`src/rtl/hex_key_entry.sv`:
```
`default_nettype none
// ============================================================================
// Module   : hex_key_entry
// Brief    : Debounced ENTER/CLEAR push buttons assemble a DATA_W-bit word
//            one hex nibble at a time and hand it to the DES core over a
//            valid/ready handshake. Also drives the 7-segment hex code.
// Revision : 1.0 - initial release
// ============================================================================
module hex_key_entry #(
  parameter int DATA_W          = 64,
  parameter int DEBOUNCE_CYCLES = 250000
) (
  input  logic              clk,
  input  logic              rst_n,
  input  logic [3:0]        sw,
  input  logic              psh_enter,
  input  logic              psh_clear,
  output logic [DATA_W-1:0] data_out,
  output logic              out_valid,
  input  logic              out_ready,
  output logic [4:0]        digit_cnt,
  output logic [4:0]        disp_bcd
);

  localparam int NIBBLES = DATA_W / 4;
  localparam int CNT_W   = $clog2(DEBOUNCE_CYCLES);
  localparam logic [CNT_W-1:0] CNT_MAX   = CNT_W'(DEBOUNCE_CYCLES - 1);
  localparam logic [4:0]       LAST_NIB  = 5'(NIBBLES - 1);
  localparam logic [4:0]       DISP_BLANK = 5'd16;

  // Button index 0 is ENTER, index 1 is CLEAR.
  localparam int BTN_ENTER = 0;
  localparam int BTN_CLEAR = 1;

  typedef enum logic {
    ST_ENTRY = 1'b0,
    ST_FULL  = 1'b1
  } state_t;

  logic [1:0]            w_raw;
  logic [1:0]            r_sync1;
  logic [1:0]            r_sync2;
  logic [1:0]            r_db;
  logic [1:0]            r_press;
  logic [1:0][CNT_W-1:0] r_cnt;

  state_t                r_state;
  logic [DATA_W-1:0]     r_shift;
  logic [DATA_W-1:0]     r_data;
  logic                  r_valid;
  logic [4:0]            r_digits;
  logic [4:0]            r_disp;
  logic [DATA_W-1:0]     w_shift_next;

  assign w_raw        = {psh_clear, psh_enter};
  assign w_shift_next = {r_shift[DATA_W-5:0], sw};

  // Synchronize both buttons, then accept a new level only after it has
  // disagreed with the current debounced level for DEBOUNCE_CYCLES cycles.
  always_ff @(posedge clk or negedge rst_n) begin
    if (!rst_n) begin
      r_sync1 <= '0;
      r_sync2 <= '0;
      r_db    <= '0;
      r_press <= '0;
      r_cnt   <= '0;
    end else begin
      r_sync1 <= w_raw;
      r_sync2 <= r_sync1;
      for (int b = 0; b < 2; b++) begin
        r_press[b] <= 1'b0;
        if (r_sync2[b] != r_db[b]) begin
          if (r_cnt[b] == CNT_MAX) begin
            r_db[b]    <= r_sync2[b];
            r_cnt[b]   <= '0;
            // Only the rising debounced edge is a press; release is silent.
            r_press[b] <= r_sync2[b];
          end else begin
            r_cnt[b] <= r_cnt[b] + 1'b1;
          end
        end else begin
          r_cnt[b] <= '0;
        end
      end
    end
  end

  // Entry / handshake state machine; all outputs are registered here.
  always_ff @(posedge clk or negedge rst_n) begin
    if (!rst_n) begin
      r_state  <= ST_ENTRY;
      r_shift  <= '0;
      r_data   <= '0;
      r_valid  <= 1'b0;
      r_digits <= '0;
      r_disp   <= DISP_BLANK;
    end else begin
      case (r_state)
        ST_ENTRY: begin
          if (r_press[BTN_CLEAR]) begin
            r_shift  <= '0;
            r_digits <= '0;
            r_disp   <= DISP_BLANK;
          end else if (r_press[BTN_ENTER]) begin
            r_shift  <= w_shift_next;
            r_digits <= r_digits + 5'd1;
            r_disp   <= {1'b0, sw};
            if (r_digits == LAST_NIB) begin
              // The word is frozen into data_out only when it is complete.
              r_data  <= w_shift_next;
              r_valid <= 1'b1;
              r_state <= ST_FULL;
            end
          end
        end
        ST_FULL: begin
          // Button presses are dropped here; only the consumer can release us.
          if (out_ready) begin
            r_valid  <= 1'b0;
            r_digits <= '0;
            r_disp   <= DISP_BLANK;
            r_state  <= ST_ENTRY;
          end
        end
        default: begin
          r_state <= ST_ENTRY;
        end
      endcase
    end
  end

  assign data_out  = r_data;
  assign out_valid = r_valid;
  assign digit_cnt = r_digits;
  assign disp_bcd  = r_disp;

endmodule
`default_nettype wire

```
`config.mk`:
```
export PLATFORM = sky130hd
export DESIGN_NAME = hex_key_entry
export DESIGN_NICKNAME = d
export VERILOG_FILES = /design/src/rtl/hex_key_entry.sv
export SDC_FILE = /design/constraint.sdc
export NUM_CORES = 1
export LEC_CHECK = 0
export CAP_MARGIN = 40
export CORE_ASPECT_RATIO = 1.4
export CORE_MARGIN = 2
export CORE_UTILIZATION = 42
export CTS_CLUSTER_SIZE = 8
export DETAILED_ROUTE_END_ITERATION = 8
export SLEW_MARGIN = 5
export SYNTH_ARGS = -nofsm -noshare
export SYNTH_HDL_FRONTEND = slang
export SYNTH_SLANG_ARGS = --single-unit
```
`constraint.sdc`:
```
create_clock -name clk -period 2.9 [get_ports clk]
set_input_delay 0.435 -clock clk [delete_from_list [all_inputs] [get_ports clk]]
set_output_delay 0.435 -clock clk [all_outputs]
set_load 0.1 [all_outputs]
```
=== After elaboration in Yosys (flattened, before gate mapping) ===
Index checks and enable logic that the tools add are counted.

* Flip-flop bits (word level): 180
* Logic and storage cells: 63
* Input port bits: 9
* Output and inout port bits: 75

* Bitwise logic cells: 2
* Reductions and logical operators: 7
* Equality and inequality tests: 10
* Add/subtract/negate cells: 3
* Mux-type cells: 28

{| class="wikitable"
|+ Operators by type and width
! operator !! number
|-
| $mux W60 || 2
|-
| $mux W18 || 4
|-
| $add A18 B1 Y18 const B || 2
|-
| $eq A18 B18 Y1 const B || 2
|-
| $mux W5 || 6
|-
| $pmux W5 S2 || 2
|-
| $mux W1 || 12
|-
| $ne A2 B2 Y1 const B || 4
|-
| $reduce_and A2 Y1 || 4
|-
| $reduce_and A4 Y1 || 2
|-
| $add A5 B1 Y5 const B || 1
|-
| $eq A5 B4 Y1 const B || 1
|-
| $pmux W1 S2 || 2
|-
| $ne A3 B3 Y1 const B || 1
|-
| $ne A1 B1 Y1 || 2
|-
| $not A1 Y1 || 2
|-
| $reduce_bool A2 Y1 || 1
|}

=== Depth between registers and ports, before layout ===
* Depth in word-level cells: 5
* Depth in mapped cells: 7

=== Least setup slack after synthesis ===
OpenSTA, ideal clock, no wires.

* Path type: flip-flop to flip-flop
* Start point: register r_digits[0], in the netlist digit_cnt[0]
* End point: register r_data[10], in the netlist data_out[10]
* Cell stages (with the launch flop): 8
* Data arrival time: 2.527 ns
* Library setup time: 0.125 ns
* Setup slack: 0.248 ns
* Cells stage by stage: dfrtp_1 > ha_1 > and3_1 > ha_1 > and3_1 > clkbuf_1 > buf_2 > mux2_2

* Cells in the longest elaborated chain, start to end: 2

{| class="wikitable"
|+ RTL lines
! element !! line !! RTL
|-
| from (decl) || 51 || <nowiki>logic [4:0] r_digits;</nowiki>
|-
| from (signal assigned) || 106 || <nowiki>r_digits <= r_digits + 5'd1;</nowiki>
|-
| $eq A5 B4 Y1 || 108 || <nowiki>if (r_digits == LAST_NIB) begin</nowiki>
|-
| $reduce_and A4 Y1 (no source line) || n/a ||
|-
| to (signal assigned) || 110 || <nowiki>r_data <= w_shift_next;</nowiki>
|-
| to (decl) || 49 || <nowiki>logic [DATA_W-1:0] r_data;</nowiki>
|}

No other way between the ends.
A chain may end at the register's enable or synchronous reset.

=== Final worst setup path ===
* Start point: register r_digits[0], in the netlist digit_cnt[0]
* End point: register r_data[51], in the netlist data_out[51]

Same word-level chain as after synthesis.

==> run_results.csv <==
group,metric,value,unit
grt,grt_pass1_wl,23600,um
yosys,ys_top_cells_by_area,"sky130_fd_sc_hd__dfrtp_1 (64%), sky130_fd_sc_hd__mux2_2 (10%), sky130_fd_sc_hd__a22o_1 (8.1%)",
pwr,power_density,569,mW/mm^2
detailed_routing,remaining_drc_errors,0,
timing,rsz0062_at_grt,"false",
grt,grt_pass1_vias,4478,
cts,cts.htree.levels,4,
critical_path,cp_common_cell,"sky130_fd_sc_hd__ha_1",
detailed_routing,routed_wirelength,14100,um
yosys,post_synth_instance_area,0.00705,sq mm
detailed_routing,ant_nets,0,
grt,grt_max_degree,64,
placed_design,gp_routability_congestion,0.783,
critical_path,critical_path_class,"flop to flop",
critical_path,crit_chain,"ha_1 -> and3_1 -> ha_1 -> and3_2 -> buf_4 -> mux2_2",
yosys,yosys.area.top_type_share,0.635,
yosys,post_synth.cell_area_avg,13.7,sq um
pwr,vdd_drop_max,0.283,mV
min_path,hold_path.startpoint,"r_sync1[0]$_DFF_PN0_",
detailed_routing,drtPass1Iterations,4,
timing,finalMaxSlewViolations,0,
timing,finalHoldViolations,0,
yosys,post_synth_xor_area_fraction,0.0397,
timing,fmax,461,MHz
final_layout,drive_above_1_share,0.314,
yosys,fraction_of_the_mapped_netlist_area_in_compound_gates,0.0972,
final_layout,utilization,0.515,
detailed_routing,routed-via-count,4397,
detailed_routing,post_drt_via_cell_ratio,5.38,
timing,clock-skew-final,6.89,ps
timing,max_slew_margin,0.371,
job,drv_cap,0,
yosys,seq_area_frac_synth,0.639,
yosys,async_s_r_ff_share_synth,1.00,
detailed_routing,detailedRoute.firstIterationViolations,255,
yosys,synth_edf_count,0,
critical_path,worst_setup_path_end_kind,"flop",
outcome,outcome,"complete, no violations",
yosys,synthSimpleGateAreaFrac,0.0938,
critical_path,terminus_of_the_critical_flop_to_flop_path,"data_out[51]$_DFFE_PN0P_",
critical_path,crit-reg2reg-launch,"digit_cnt[0]$_DFFE_PN0P_",
cts,clock_sink_count,180,
detailed_routing,drt-wirelength-per-cell,17.3,um
critical_path,setup.reg_to_reg.worst_slack,730,ps
cts,clock_tree.root_cell,"sky130_fd_sc_hd__clkbuf_16",
yosys,synth.net_count,526,
final_layout,layout_commonest_cell,"sky130_fd_sc_hd__dfrtp_1",
final_layout,regArea,0.00451,sq mm
final_layout,multiInputGateArea,0.00244,sq mm
floorplan,number_of_placed_i_o_pins,84,
floorplan,start_util,0.425,
yosys,ys_dominant_reg_cell,"sky130_fd_sc_hd__dfrtp_1",
timing,setup_failing_eps_final,0,
final_layout,synthToLayoutAreaGrowth,21.3,%
timing,hold_slack,350,ps
critical_path,crit_slowest_cell,"sky130_fd_sc_hd__and3_2",
final_layout,insertedDiodeCount,0,
floorplan,floorplan.die.height,157,um
floorplan,core_area,0.0166,sq mm
final_layout,num-fill-cells,1390,
final_layout,finalNetCount,614,
cts,post_cts_buffers,0,
grt,global_route.overflow_total,0,
critical_path,worstPathMaxFanout,17,
floorplan,std_cell_rows,56,
floorplan,die_x,114,um
grt,grt.total_usage,0.169,
cts,clock_tree_from_tritoncts,"yes",
floorplan,design.die.area,0.0179,sq mm
critical_path,number_of_cells_traversed_by_the_worst_register_to_register_path,6,
yosys,post_synth_fa_ha_maj_area_fraction,0.00710,
min_path,hp-class,"flop to flop",
yosys,yosys_warnings,0,
yosys,synth_top_family_by_area,"multiplexers",
critical_path,cell_family_with_the_largest_share_of_critical_path_delay,"simple AND/OR/NAND/NOR gates",
cts,cts-buffers-inserted,17,
critical_path,critPathArrivalTime,2480,ps
critical_path,start_kind,"flop",
critical_path,cp.required,3210,ps
timing,max_slew.worst_pin.slew,941,ps
grt,antenna_found_initial,0,
yosys,synth.area.mux_share,0.106,
yosys,synthCells,513,
placed_design,dp.final_hpwl,9410,um
critical_path,worstPathBufferInverterCount,1,
timing,finalCriticalPeriod,2170,ps
yosys,synth.ff_latch_count,180,
placed_design,buffer_ports.inserted,83,
pwr,p_leak,0.00419,uW
cts,clk_pin_slew_worst_paths,60,ps
critical_path,critPathMaxStageDelay,480,ps
min_path,worst_hold_path.endpoint,"r_sync2[0]$_DFF_PN0_",
timing,fin_tns_setup,0,ps
yosys,synth_largest_area_cell,"sky130_fd_sc_hd__dfrtp_1",
final_layout,final_cell_mix,"sky130_fd_sc_hd__dfrtp_1 (179), sky130_fd_sc_hd__buf_4 (80), sky130_fd_sc_hd__a22o_1 (65), sky130_fd_sc_hd__mux2_2 (65), sky130_fd_sc_hd__nor2_1 (38)",
min_path,worst_hold_path.num_cells,0,
yosys,synth_cell_type_count,38,
cts,clk_latency,430,ps
timing,final_min_period_over_clock_period,0.749,
cts,cts_buffer_depth,2,
-- logic make-up after synthesis --
kind of cell / Yosys count
AO/OA/AOI/OAI: 80
flip-flops: 180
AND/OR/NAND/NOR: 122
multiplexers: 66
buffers and inverters: 29
XOR/XNOR: 32
adder cells (fa/ha/maj): 4
-- worst max path at each step --
stage | from | endpoint | slack [ps] | depth (start not counted)
CTS | digit_cnt[0]$_DFFE_PN0P_ | data_out[51]$_DFFE_PN0P_ | 710 | 6
finish | digit_cnt[0]$_DFFE_PN0P_ | data_out[51]$_DFFE_PN0P_ | 730 | 6
floorplan | digit_cnt[0]$_DFFE_PN0P_ | data_out[10]$_DFFE_PN0P_ | 250 | 7
global route | digit_cnt[0]$_DFFE_PN0P_ | data_out[1]$_DFFE_PN0P_ | 570 | 6
global placement | digit_cnt[0]$_DFFE_PN0P_ | data_out[63]$_DFFE_PN0P_ | 780 | 6
detailed placement | digit_cnt[0]$_DFFE_PN0P_ | data_out[51]$_DFFE_PN0P_ | 710 | 6
-- report_power, final --
group	switching, uW	leakage, uW	internal [uW]
combinational	109	0.00142	36.1
clock	950	0.000271	1230
sequential	13.8	0.00249	2530
-- sequential cells by signal, indices dropped and copies added, names as in the netlist --
register   flops
data_out      64
r_shift       60
r_cnt         36
digit_cnt      5
disp_bcd       5
r_db           2
r_press        2
r_sync1        2
r_sync2        2
out_valid      1
r_state        1
-- what timing repair did --
action	CTS	global route
hold endpoints to repair	44	0
resized for setup	0	0
hold buffers	1	0
-- layer usage --
metal	track usage	vias to the layer above	share of wire
met5	0	-	0
met4	0.0627	0	0.015
met3	0.0420	19	0.038
met2	0.272	78	0.50
met1	0.221	2258	0.45
li1	-	2042	-
-- per-stage QoR --
| step | power, uW | instance area, sq um | cells | setup slack (ps) |
|---|---|---|---|---|
| finish | 4870 | 8550 | 817 | 729 |
| CTS | 4930 | 8550 | 817 | 710 |
| global route | 5060 | 8550 | 817 | 573 |
| global placement | 2730 | 7980 | 784 | 777 |
| detailed placement | 2730 | 7980 | 784 | 711 |
| floorplan | 2650 | 7050 | 513 | 248 |
-- Yosys cell counts, drive strengths merged, types with 2 or more instances --
master and instances:
ha 4, inv 5, nand3 16, nor3b 2, and4 6, nor4 6
xor2 14, nand4 10, o31ai 2, a22o 65, and3 6, buf 9
or4b 2, a21oi 5, nand2b 4, o41ai 2, o21ai 5, dfrtp 179
nor2 38, nor3 3, clkbuf 15, nand2 18, nor2b 2, or4 5
and2 3, mux2 66, xnor2 18
-- area by class of cell --
cell class	count	area share
Timing Repair Buffer	93	0.0903
Clock inverter	10	0.0116
Multi-Input combinational cell	304	0.285
Tap cell	203	0.0297
Inverter	5	0.00219
Sequential cell	180	0.527
Clock buffer	22	0.0543
Power figures use the tool's default switching activity.
